<file path="src/rtl/lfsr_pkg.sv">
// Shared types and default Galois tap masks for the LFSR pseudo-random generators.
package lfsr_pkg;

  typedef enum logic {
    S_IDLE = 1'b0,
    S_RUN  = 1'b1
  } state_t;

  // Maximal-length Galois masks for the common widths
  localparam logic [15:0] TAPS_16 = 16'hB400;
  localparam logic [3:0]  TAPS_4  = 4'hC;
  localparam logic [7:0]  TAPS_8  = 8'hB8;
  localparam logic [31:0] TAPS_32 = 32'h80200003;

endpackage

</file>
<file path="src/rtl/lfsr_step.sv">
// One Galois LFSR step: shift right, fold the tap mask in when the LSB falls out.
// Latency: combinational. Backpressure: none, pure function of the current state.
// Kept separate so multi-step variants can chain several instances.
module lfsr_step #(
  parameter int               WIDTH = 16,
  parameter logic [WIDTH-1:0] TAPS  = WIDTH'(16'hB400)
) (
  input  logic [WIDTH-1:0] cur,
  output logic [WIDTH-1:0] nxt
);

  assign nxt = (cur >> 1) ^ (cur[0] ? TAPS : '0);

endmodule

</file>
<file path="src/rtl/lfsr_prng.sv">
// Galois LFSR word generator with seed load, burst length and optional wrap pulse (LFSR_PERIOD_CHECK_EN).
// Latency: first word valid the cycle after load; one new word per accepted handshake.
// Backpressure: out_data is registered and holds while out_valid & !out_ready.
module lfsr_prng
  import lfsr_pkg::*;
#(
  parameter int               WIDTH        = 16,
  parameter logic [WIDTH-1:0] TAPS         = WIDTH'(TAPS_16),
  parameter logic [WIDTH-1:0] DEFAULT_SEED = WIDTH'(1),
  parameter int               LEN_W        = 16
) (
  input  logic             clk,
  input  logic             reset,
  input  logic             load,
  input  logic [WIDTH-1:0] seed,
  input  logic [LEN_W-1:0] len,
  input  logic             halt,
  output logic             out_valid,
  input  logic             out_ready,
  output logic [WIDTH-1:0] out_data,
  output logic             busy,
  output logic             done,
  output logic             wrap
);

  state_t           state_q, state_n;
  logic [WIDTH-1:0] lfsr_q, lfsr_n, lfsr_nxt, seed_eff;
  logic [LEN_W-1:0] cnt_q, cnt_n;
  logic             done_q, done_n;
  logic             hs;

  lfsr_step #(.WIDTH(WIDTH), .TAPS(TAPS)) u_step (
    .cur (lfsr_q),
    .nxt (lfsr_nxt)
  );

  // A zero seed would lock the register at zero forever
  assign seed_eff = (seed == '0) ? DEFAULT_SEED : seed;
  assign hs       = (state_q == S_RUN) && out_ready;

  always_comb begin
    state_n = state_q;
    lfsr_n  = lfsr_q;
    cnt_n   = cnt_q;
    done_n  = 1'b0;
    if (load) begin
      state_n = S_RUN;
      lfsr_n  = seed_eff;
      cnt_n   = len;
    end else if (state_q == S_RUN) begin
      if (hs) begin
        lfsr_n = lfsr_nxt;
        // cnt == 0 while running means free-running: never count down
        if (cnt_q != '0) begin
          cnt_n = cnt_q - LEN_W'(1);
          if (cnt_q == LEN_W'(1)) begin
            state_n = S_IDLE;
            done_n  = 1'b1;
          end
        end
      end
      if (halt) state_n = S_IDLE;
    end
  end

  always_ff @(posedge clk) begin
    if (reset) begin
      state_q <= S_IDLE;
      lfsr_q  <= DEFAULT_SEED;
      cnt_q   <= '0;
      done_q  <= 1'b0;
    end else begin
      state_q <= state_n;
      lfsr_q  <= lfsr_n;
      cnt_q   <= cnt_n;
      done_q  <= done_n;
    end
  end

  assign out_valid = (state_q == S_RUN);
  assign busy      = (state_q == S_RUN);
  assign out_data  = lfsr_q;
  assign done      = done_q;

`ifdef LFSR_PERIOD_CHECK_EN
  localparam int PW = WIDTH + 1;

  logic [WIDTH-1:0] start_q;
  logic [PW-1:0]    period_q;
  logic             wrap_q;

  always_ff @(posedge clk) begin
    if (reset) begin
      start_q  <= DEFAULT_SEED;
      period_q <= '0;
      wrap_q   <= 1'b0;
    end else begin
      wrap_q <= 1'b0;
      if (load) begin
        start_q  <= seed_eff;
        period_q <= '0;
      end else if (hs) begin
        period_q <= period_q + PW'(1);
        wrap_q   <= (lfsr_nxt == start_q);
      end
    end
  end

  assign wrap = wrap_q;
`else
  assign wrap = 1'b0;
`endif

endmodule

</file>
<file path="config.mk">
export PLATFORM = sky130hd
export DESIGN_NAME = lfsr_prng
export DESIGN_NICKNAME = d
export VERILOG_FILES = /design/src/rtl/lfsr_pkg.sv /design/src/rtl/lfsr_step.sv /design/src/rtl/lfsr_prng.sv
export SDC_FILE = /design/constraint.sdc
export NUM_CORES = 1
export LEC_CHECK = 0
export ABC_AREA = 1
export BUFFER_PORTS_ARGS = -buffer_cell sky130_fd_sc_hd__buf_2
export CORE_AREA = 2 2 81 83
export DETAILED_ROUTE_END_ITERATION = 6
export DIE_AREA = 0 0 83 85
export MAX_ROUTING_LAYER = met4
export RECOVER_POWER = 100
export REMOVE_ABC_BUFFERS = 1
export SETUP_SLACK_MARGIN = 0.05
export SYNTH_ARGS = -nofsm -noshare
export SYNTH_HDL_FRONTEND = slang
export SYNTH_HIERARCHICAL = 1
export SYNTH_SLANG_ARGS = --single-unit
export TNS_END_PERCENT = 50
</file>
<file path="constraint.sdc">
create_clock -name clk -period 2.2 [get_ports clk]
set_clock_uncertainty 0.1 [all_clocks]
set_input_delay 0.22 -clock clk [delete_from_list [all_inputs] [get_ports clk]]
set_output_delay 0.22 -clock clk [all_outputs]
set_load 0.1 [all_outputs]
</file>
Word-level counts from Yosys, hierarchy flattened --
Cells that the tools add are included. W data, S select, Z words.
Storage, ports and cells: register bits 34, logic and storage cells 35, output and inout bits 20
Cells by class: equality and inequality tests 1, reductions and logical operators 9, $add $sub $neg 1, bitwise gates (word level) 4, multiplexer cells 16
Operators by type and width (count):
- $mux W16 | 9
- $eq A16 B1 Y1 const B | 1
- $logic_not A16 Y1 | 1
- $reduce_bool A16 Y1 | 1
- $sub A16 B1 Y16 const B | 1
- $xor A15 B16 Y16 | 1
- $mux W1 | 7
- $reduce_bool A2 Y1 | 3
- $reduce_or A5 Y1 | 1
- $not A1 Y1 | 3
- $reduce_and A3 Y1 | 1
- $reduce_and A2 Y1 | 1
- $logic_and A1 B1 Y1 | 1

Logic depth before layout (Yosys ltp) --
Gate-level depths: netlist of run 1.
word-level depth 7, depth in mapped cells 11, depth with buffers taken out 10

Cells and area by module --
Netlist of run 1, hierarchy kept.
By module, submodules not included:
- lfsr_prng | sequential area each 680.7 sq um, area each 1980.6 sq um, cells each 300, instances 1
- lfsr_step | sequential area each 0.0 sq um, area each 146.4 sq um, cells each 26, instances 1

Least setup slack after synthesis of run 1 --
Ideal clock, no wire load.
path kind reg-to-reg, start register state_q, in the netlist busy, end register lfsr_q[11], in the netlist out_data[11], library setup time 0.115 ns, buffers on the path 1, stages on the path, launching flop included 6, data arrival time 1.839 ns, clock period less this slack 2.053 ns, path slack 0.147 ns, cell sequence dfxtp_1 -> nand2_1 -> nand2_1 -> buf_2 -> nor2_1 -> a2111oi_0
Between the ends: word-level cells in the longest chain between the ends 3, elaborated cells on any way between the ends 4
Ends and longest elaborated chain:
- start: declaration | line lfsr_prng.sv:26 | state_t state_q, state_n;
- start signal: assignment | line lfsr_prng.sv:73 | state_q <= state_n;
- $logic_and A1 B1 Y1 | line lfsr_prng.sv:39 | assign hs = (state_q == S_RUN) && out_ready;
- $reduce_bool A2 Y1 (no source line)
- $reduce_and A2 Y1 (no source line) *
- end signal: assignment | line lfsr_prng.sv:74 | lfsr_q <= lfsr_n;
- end: declaration | line lfsr_prng.sv:27 | logic [WIDTH-1:0] lfsr_q, lfsr_n, lfsr_nxt, seed_eff;
Mark *: on every way between the ends. The rest lies on a longest branch, timed or not. A chain may end at the register's enable or synchronous reset.

Final worst setup path of run 1 --
start register lfsr_q[14], in the netlist out_data[14], end output out_data[14]
RTL lines:
- end: declaration | line lfsr_prng.sv:20 | output logic [WIDTH-1:0] out_data,
No word-level cell between the ends.

==> impl_results.md, run 1 <==
* Hold Crit Depth at 3
* Die Y at 85 µm
* Max_cap viols at 0
* Worst min-delay path class: in -> reg
* Syn avg cell area at 6.525 µm²
* Post-route ant nets at 0
* Adder-cell share of the synthesized area at 1.176%
* CP max FO at 4
* Via Count at 2,166
* Max incr delay on CP at 890 ps
* Headroom to the max-slew limit at 22.07%
* Htree depth at 2
* GPL Wtd Cong at 0.7830
* Post-synthesis compound-gate area fraction at 16.00%
* Status: complete, no violations
* Layout area overhead at 13.94%
* Mapped Cells at 326
* IO buf count at 55
* Cell Chain, Critical Path: clkbuf_1
* Ant diodes at 0
* Simple-gate share of the synthesized area at 34.47%
* Pre-Repair DR Iteration Count at 4
* Post-cts resize count at 0
* First-pass GRT wire length at 9073 µm
* DIE WIDTH at 83 µm
* Leading area contributor after synthesis: dfxtp_1
* WP buf/inv at 1
* DRC Markers at 0
* P_int at 1.158 mW
* CTS root buf: clkbuf_8
* Share of post-route cells with drive strength above 1 at 15.93%
* Setup bufs post-CTS at 0
* Top cells by area, synth: dfxtp_1 (32%), nand2_1 (13%), inv_1 (6.4%), nor2_1 (6.2%), buf_4 (5.6%)
* Reg2reg end: cnt_q[14]$_SDFFE_PP0P_
* Drt wl/cell at 12.23 µm
* Post-place setup slack at 516.8 ps
* Clk pwr share at 32.1%
* Clk slew on worst S/H paths at 70 ps
* Fillers at 703
* Crit path launch type: flip-flop
* Psw at 0.6900 mW
* Reg-to-Reg Start: cnt_q[1]$_SDFFE_PP0P_
* Worst setup EP type: output pin
* Crit path DAT at 1560 ps
* Post-layout minimum cycle time at 1879 ps
* # setup viols final at 0
* Final wirelength at 5394 µm
* Post-synthesis instance area at 0.002127 mm²
* Routed vias/inst at 4.912
* Vias in the first global route at 2,049
* Core ar. at 0.006205 mm²
* RSZ-0062 raised after global routing: no
* FF-to-FF path depth at 10
* Setup ws final at 321.1 ps
* Final net count at 403
* Worst Tran Pin Value at 1174 ps
* Synth Area in XOR/XNOR at 1.235%
* Flop pwr share at 38.7%
* Worst IR Drop VDD at 277.0 µV
* IO Pins at 57
* DPL Wire Length at 3883 µm
* Largest net degree at the start of global routing at 36
* Post-synthesis mux area share at 0%
* Yosys reg bits at 34
* Pwr/cell area at 762.5 mW/mm²
* Share of the synthesized area in the top cell type at 32.00%
* CTS tree: yes
* Initial Util at 34.28%
* Unique cell type count in the Yosys netlist at 30
* Fin. Hold Viols at 0
* Hold Path Sink: out_data[5]$_SDFFE_PP0P_
* Commonest non-fill, non-tap cell in the layout: nand2_1
* CTS buffer count at 5
* Initial DRC count at 101
* Total GRT Usage at 15.93%
* Antenna violations before repair at 0
* Clock Latency Late Sink at 280 ps
* Critical path class: reg -> out
* Post-layout util at 39.06%
* Most frequent cells in the layout: nand2_1 (76), inv_1 (36), nor2_1 (35), buf_2 (35), dfxtp_1 (34)
* Data required time of the worst path at 1880 ps
* Switch share at 37.33%
* Static leakage at 1.136 nW
* Slowest library cell on the worst path: clkbuf_1
* Final slew viol count at 0
* Hold_sp: seed[5]
* Flop2flop setup slack at 410 ps
* # hold bufs at CTS at 0
* Grt total ovfl at 0
* Maximum buffer depth of the clock tree at 2
* Num rows at 29
* Warnings, synthesis at 6
* Post-synthesis sequential area ratio at 32.00%
* Comb pwr share at 29.2%
* Final period util at 85.40%
* Largest family of logic cells by synthesized area: simple AND/OR/NAND/NOR gates
* CTS Sinks at 34
* Die area at 0.007055 mm²
* Cell family with most CP delay: buffers and inverters
* Max Clk Rate at 532.2 MHz
==> flip-flops by register name, indices dropped and copies added (netlist names) <==
register	cells
busy	1
cnt_q	16
done	1
out_data	16
==> per-layer routing <==
layer	track usage, %	vias to the layer above	routed length [µm]
met1	19.39	961	2551
met3	3.307	5	283
met2	26.91	64	2517
met5	-	-	0
met4	4.322	0	42
li1	-	1136	-
==> through the flow <==
| stage | power (mW) | hold WS [ps] | instances | instance area [µm²] | setup TNS [ps] |
|---|---|---|---|---|---|
| 6_report | 1.848 | 116.5 | 441 | 2424 | 0 |
| 5_1_grt | 1.944 | 122.2 | 441 | 2424 | 0 |
| 2_1_floorplan | 1.149 | 189.1 | 298 | 1952 | -30120 |
| 3_3_place_gp | 1.284 | 379.9 | 434 | 2354 | 0 |
| 4_1_cts | 1.886 | 108.5 | 441 | 2466 | 0 |
| 3_5_place_dp | 1.287 | 390.7 | 434 | 2354 | 0 |
==> synthesized netlist by cell type, drive strengths merged <==
cell type,count
inv,38
o211ai,1
buf,20
a21oi,12
nor2,40
clkbuf,8
ha,2
nand2,79
o21ai,31
a31oi,7
nand3,18
a2111oi,8
or2,1
conb,1
dfxtp,34
nor4,2
nand4,7
nor3,14
xor2,3
==> power groups by stage <==
stage | registers, mW | logic, mW | clock network (mW)
after CTS | 0.713 | 0.563 | 0.610
after global routing | 0.722 | 0.593 | 0.630
after global placement | 0.727 | 0.557 | 0
after floorplan | 0.906 | 0.244 | 0
after detailed placement | 0.726 | 0.560 | 0
final | 0.714 | 0.540 | 0.593
==> logic make-up (layout without fill, tap and decap cells) <==
logic type | Yosys count | in the layout
AO/OA/AOI/OAI | 59 | 59
buffers and inverters | 66 | 104
adder cells (fa/ha/maj) | 2 | 2
other | 1 | 1
flip-flops | 34 | 34
AND/OR/NAND/NOR | 161 | 161
XOR/XNOR | 3 | 3
==> final cells by class <==
cell class,instances,area (µm²),area share (%)
repair buffers,59,281.5,11.62
multi-input cells,226,1110,45.79
well taps,77,96.34,3.975
inverters,38,142.6,5.885
clock inverters,1,30.03,1.239
clock buffers,6,82.58,3.407
flip-flops and latches,34,680.7,28.08
==> how the worst max path moves through the flow <==
| stage | cells past startpoint | end | startpoint | slack, ps |
|---|---|---|---|---|
| floorplan | 7 | cnt_q[5]$_SDFFE_PP0P_ | busy$_SDFF_PP0_ | -1110 |
| finish | 1 | out_data[14] | out_data[14]$_SDFFE_PP0P_ | 320 |
| CTS | 10 | cnt_q[13]$_SDFFE_PP0P_ | cnt_q[1]$_SDFFE_PP0P_ | 540 |
| detailed placement | 6 | out_data[8]$_SDFFE_PP0P_ | load | 520 |
| global route | 10 | cnt_q[15]$_SDFFE_PP0P_ | cnt_q[0]$_SDFFE_PP0P_ | 230 |
| global placement | 6 | out_data[8]$_SDFFE_PP0P_ | load | 530 |
Power figures use the tool's default switching activity.
==> run 2: changes to the inputs <==
--- a/config.mk
+++ b/config.mk
@@ -8,12 +8,14 @@
 export ABC_AREA = 1
 export BUFFER_PORTS_ARGS = -buffer_cell sky130_fd_sc_hd__buf_2
 export CORE_AREA = 2 2 81 83
+export CTS_BUF_LIST = sky130_fd_sc_hd__clkbuf_8 sky130_fd_sc_hd__clkbuf_16
+export CTS_CLUSTER_SIZE = 14
 export DETAILED_ROUTE_END_ITERATION = 6
 export DIE_AREA = 0 0 83 85
 export MAX_ROUTING_LAYER = met4
 export RECOVER_POWER = 100
 export REMOVE_ABC_BUFFERS = 1
-export SETUP_SLACK_MARGIN = 0.05
+export SETUP_SLACK_MARGIN = 0.5
 export SYNTH_ARGS = -nofsm -noshare
 export SYNTH_HDL_FRONTEND = slang
 export SYNTH_HIERARCHICAL = 1
==> impl_results.md, run 2 (synthesis results as in run 1) <==
* Worst min-delay path class: in -> reg
* Most frequent cells in the layout: nand2_1 (76), inv_1 (36), nor2_1 (35), buf_2 (35), dfxtp_1 (34)
* CP Capture Point: out_data[14]
* Die area at 0.007055 mm²
* Drt wl/cell at 12.20 µm
* Max_cap viols at 0
* # hold bufs at CTS at 0
* Max incr delay on CP at 890 ps
* P_int at 1.163 mW
* CTS root buf: clkbuf_8
* Final slew viol count at 0
* Num rows at 29
* Headroom to the max-slew limit at 21.78%
* Pre-Repair DR Iteration Count at 4
* Total GRT Usage at 15.93%
* Final period util at 85.59%
* CTS Sinks at 34
* Largest net degree at the start of global routing at 36
* Htree depth at 2
* Comb pwr share at 29.5%
* Crit path launch type: flip-flop
* Clk slew on worst S/H paths at 70 ps
* Antenna violations before repair at 0
* Clk pwr share at 32.0%
* Status: complete, no violations
* IO buf count at 55
* Slowest library cell on the worst path: clkbuf_1
* IO Pins at 57
* CP startpoint: out_data[14]$_SDFFE_PP0P_
* # setup viols final at 0
* DRC Markers at 0
* CP Depth at 1
* Flop2flop setup slack at 490 ps
* Ant diodes at 0
* Placed instance area at 0.002354 mm²
* CP max FO at 4
* Share of post-route cells with drive strength above 1 at 16.71%
* Final wirelength at 5393 µm
* Cell family with most CP delay: buffers and inverters
* Initial Util at 34.28%
* Worst IR Drop VDD at 278.7 µV
* Post-layout minimum cycle time at 1883 ps
* Final net count at 404
* WP buf/inv at 1
* GPL Wtd Cong at 0.7830
* Fillers at 697
* Max Clk Rate at 531.1 MHz
* Commonest non-fill, non-tap cell in the layout: nand2_1
* Via Count at 2,156
* CTS buffer count at 5
* Reg2reg end: cnt_q[15]$_SDFFE_PP0P_
* Pwr/cell area at 759.5 mW/mm²
* Routed vias/inst at 4.878
* Flop pwr share at 38.4%
* Vias in the first global route at 2,049
* Core ar. at 0.006205 mm²
* Layout area overhead at 15.06%
* Die Y at 85 µm
* Grt total ovfl at 0
* First-pass GRT wire length at 9073 µm
* DIE WIDTH at 83 µm
* Fin. Hold Viols at 0
* Psw at 0.6958 mW
* FF-to-FF path depth at 9
* Data required time of the worst path at 1880 ps
* Critical path class: reg -> out
* Worst setup EP type: output pin
* Clock Latency Late Sink at 280 ps
* DPL Wire Length at 3883 µm
* Setup tns final at 0 ps
* Worst Tran Pin Value at 1178 ps
* Reg-to-Reg Start: cnt_q[0]$_SDFFE_PP0P_
* Crit path DAT at 1560 ps
* Static leakage at 1.145 nW
* Switch share at 37.44%
* CTS tree: yes
* Maximum buffer depth of the clock tree at 2
* Cell Chain, Critical Path: clkbuf_1
* Post-route cell area at 0.002447 mm²
* RSZ-0062 raised after global routing: no
* Initial DRC count at 91
* Post-route ant nets at 0
## run 2: metal layers
metal / track usage (%) / share of wire, % / routed length [µm]
met2: 26.91 / 47 / 2524
met1: 19.39 / 47 / 2561
met5: - / 0 / 0
met3: 3.307 / 4.9 / 262
met4: 4.322 / 0.82 / 44
## run 2: worst min path at each step
stage | startpoint | endpoint | slack [ps] | cells past startpoint
after floorplan | reset | busy$_SDFF_PP0_ | 190 | 1
after global placement | out_data[7]$_SDFFE_PP0P_ | out_data[6]$_SDFFE_PP0P_ | 380 | 2
after detailed placement | out_data[7]$_SDFFE_PP0P_ | out_data[6]$_SDFFE_PP0P_ | 390 | 2
after CTS | seed[5] | out_data[5]$_SDFFE_PP0P_ | 110 | 3
after global routing | seed[5] | out_data[5]$_SDFFE_PP0P_ | 120 | 3
final | seed[5] | out_data[5]$_SDFFE_PP0P_ | 120 | 3
## run 2: power by group through the flow
stage	combinational (mW)	clock (mW)	sequential (mW)
floorplan	0.244	0	0.906
global placement	0.557	0	0.727
detailed placement	0.560	0	0.726
CTS	0.563	0.610	0.713
global route	0.602	0.630	0.722
finish	0.549	0.595	0.715
## run 2: final cells by class
| cell class | instances | area (µm²) | area share [%] |
|---|---|---|---|
| multi-input combinational | 226 | 1126 | 46.01 |
| sequential | 34 | 680.7 | 27.81 |
| timing repair buffer | 60 | 289.0 | 11.81 |
| inverter | 38 | 142.6 | 5.828 |
| tap | 77 | 96.34 | 3.937 |
| clock buffer | 6 | 82.58 | 3.374 |
| clock inverter | 1 | 30.03 | 1.227 |
## run 2: timing repair
| action | CTS | global route |
|---|---|---|
| setup buffers | 0 | 1 |
| resized for setup | 0 | 5 |
| setup endpoints to repair | 0 | 16 |
## run 2: through the flow
stage | instances | util (%) | total power [mW] | hold WS (ps) | setup slack [ps]
after global routing | 442 | 39.44 | 1.954 | 122.2 | 270.4
final | 442 | 39.44 | 1.859 | 115.5 | 316.9
after CTS | 441 | 39.75 | 1.886 | 108.5 | 539.0
after detailed placement | 434 | 37.93 | 1.287 | 390.7 | 516.8
after global placement | 434 | 37.93 | 1.284 | 379.9 | 525.2
after floorplan | 298 | - | 1.149 | 189.1 | -1109
==> run 3: changes to the inputs <==
==> constraint.sdc (replaced) <==
create_clock -name clk -period 2.21 [get_ports clk]
set_clock_uncertainty 0.1 [all_clocks]
set_input_delay 0.221 -clock clk [delete_from_list [all_inputs] [get_ports clk]]
set_output_delay 0.221 -clock clk [all_outputs]
set_load 0.1 [all_outputs]
==> impl_results.md, run 3 (synthesis results as in run 1) <==
* Comb pwr share at 31.0%
* Headroom to the max-slew limit at 21.29%
* Via Count at 2,116
* Drt wl/cell at 12.07 µm
* Cell Chain, Critical Path: clkbuf_1
* Share of post-route cells with drive strength above 1 at 16.71%
* Fin. Hold Viols at 0
* Ant diodes at 0
* DIE WIDTH at 83 µm
* Total GRT Usage at 16.10%
* Core ar. at 0.006205 mm²
* Clk pwr share at 28.5%
* # hold bufs at CTS at 0
* Final net count at 403
* DPL Wire Length at 3918 µm
* CP startpoint: out_data[14]$_SDFFE_PP0P_
* Data required time of the worst path at 1890 ps
* Initial DRC count at 108
* Htree depth at 2
* Worst min-delay path class: in -> reg
* RSZ-0062 raised after global routing: no
* Flop pwr share at 40.6%
* Grt total ovfl at 0
* Vias in the first global route at 2,033
* Post-place setup slack at 527.9 ps
* Placed instance area at 0.002354 mm²
* Final period util at 85.30%
* Psw at 0.7070 mW
* Num rows at 29
* Flop2flop setup slack at 480 ps
* P_int at 1.045 mW
* Worst setup EP type: output pin
* IO buf count at 55
* CTS Sinks at 34
* Static leakage at 1.129 nW
* Area of the multi-input gates at 0.001125 mm²
* Critical path class: reg -> out
* Commonest non-fill, non-tap cell in the layout: nand2_1
* Most frequent cells in the layout: nand2_1 (76), inv_1 (36), buf_2 (35), nor2_1 (34), dfxtp_1 (34)
* Clock Latency Late Sink at 290 ps
* Post-route ant nets at 0
* Pre-Repair DR Iteration Count at 4
* Antenna violations before repair at 0
* Clk slew on worst S/H paths at 70 ps
* WP buf/inv at 1
* Cell family with most CP delay: buffers and inverters
* CP Capture Point: out_data[14]
* Crit path launch type: flip-flop
* FF-to-FF path depth at 10
* DRC Markers at 0
* Layout area overhead at 13.82%
* CTS tree: yes
* Pwr/cell area at 723.5 mW/mm²
* Post-layout minimum cycle time at 1885 ps
* Status: complete, no violations
* Post-route cell area at 0.002421 mm²
* CP max FO at 4
* IO Pins at 57
* Die area at 0.007055 mm²
* Switch share at 40.36%
* Final slew viol count at 0
* Largest net degree at the start of global routing at 36
* Routed vias/inst at 4.787
* Slowest library cell on the worst path: clkbuf_1
* Setup ws final at 324.8 ps
* Final Power at 1.752 mW
* Worst IR Drop VDD at 356.6 µV
* Maximum buffer depth of the clock tree at 2
* Reg2reg end: cnt_q[15]$_SDFFE_PP0P_
* CP Depth at 1
* Initial Util at 34.28%
* # setup viols final at 0
* Die Y at 85 µm
* CTS root buf: clkbuf_8
* Post-layout util at 39.02%
* Setup tns final at 0 ps
* CTS buffer count at 5
* Fillers at 690
* FF/Latch Area at 680.7 µm²
* Reg-to-Reg Start: cnt_q[1]$_SDFFE_PP0P_
* Crit path DAT at 1560 ps
* Max_cap viols at 0
* GPL Wtd Cong at 0.7836
* Max incr delay on CP at 890 ps
* Hold_sp: seed[13]
* First-pass GRT wire length at 9032 µm
* Final wirelength at 5336 µm
* Worst Tran Pin Value at 1186 ps
* Max Clk Rate at 530.4 MHz
run 3: final cells by class:
cell class              count  share of cell area, %
well taps                  77                  3.979
clock inverters             2                 0.5168
clock buffers               6                  3.411
flip-flops and latches     34                  28.11
inverters                  38                  5.891
repair buffers             59                  11.63
multi-input cells         226                  46.46
run 3: routing by layer:
metal / track usage [%] / vias to the layer above / wire length, µm
met1: 19.46 / 922 / 2572
li1: - / 1128 / -
met3: 3.016 / 6 / 265
met5: - / - / 0
met4: 6.259 / 0 / 85
met2: 26.69 / 60 / 2413
run 3: power groups by stage:
stage	logic [mW]	clock network (mW)	registers, mW
2_1_floorplan	0.243	0	0.902
3_3_place_gp	0.554	0	0.724
3_5_place_dp	0.558	0	0.723
4_1_cts	0.560	0.508	0.709
5_1_grt	0.598	0.529	0.719
6_report	0.542	0.499	0.711
run 3: through the flow:
step,hold WS (ps),cells
floorplan,190.1,298
global placement,379.9,434
detailed placement,389.9,434
CTS,103.6,442
global route,115.7,442
finish,107.0,442
run 3: worst min-delay path by stage:
| stage | to | slack, ps | cells after the start |
|---|---|---|---|
| after floorplan | busy$_SDFF_PP0_ | 190 | 1 |
| after global placement | out_data[6]$_SDFFE_PP0P_ | 380 | 2 |
| after detailed placement | out_data[5]$_SDFFE_PP0P_ | 390 | 2 |
| after CTS | out_data[10]$_SDFFE_PP0P_ | 100 | 3 |
| after global routing | out_data[13]$_SDFFE_PP0P_ | 120 | 3 |
| final | out_data[13]$_SDFFE_PP0P_ | 110 | 3 |
run 3: repair_timing:
item,CTS,global route
endpoints found under the setup margin,0,16
buffers inserted,0,0
gates resized for setup,0,5
run 3: worst reg2reg max path: stages (launching register included):
cell and delay [ps]:
dfxtp_1 300, inv_1 110, ha_1 200, nand2_1 180
nor2_8 160, nand2_1 110, nand2_4 120, nand2_8 100
o21ai_0 160, nand2_1 60, nand2_1 70
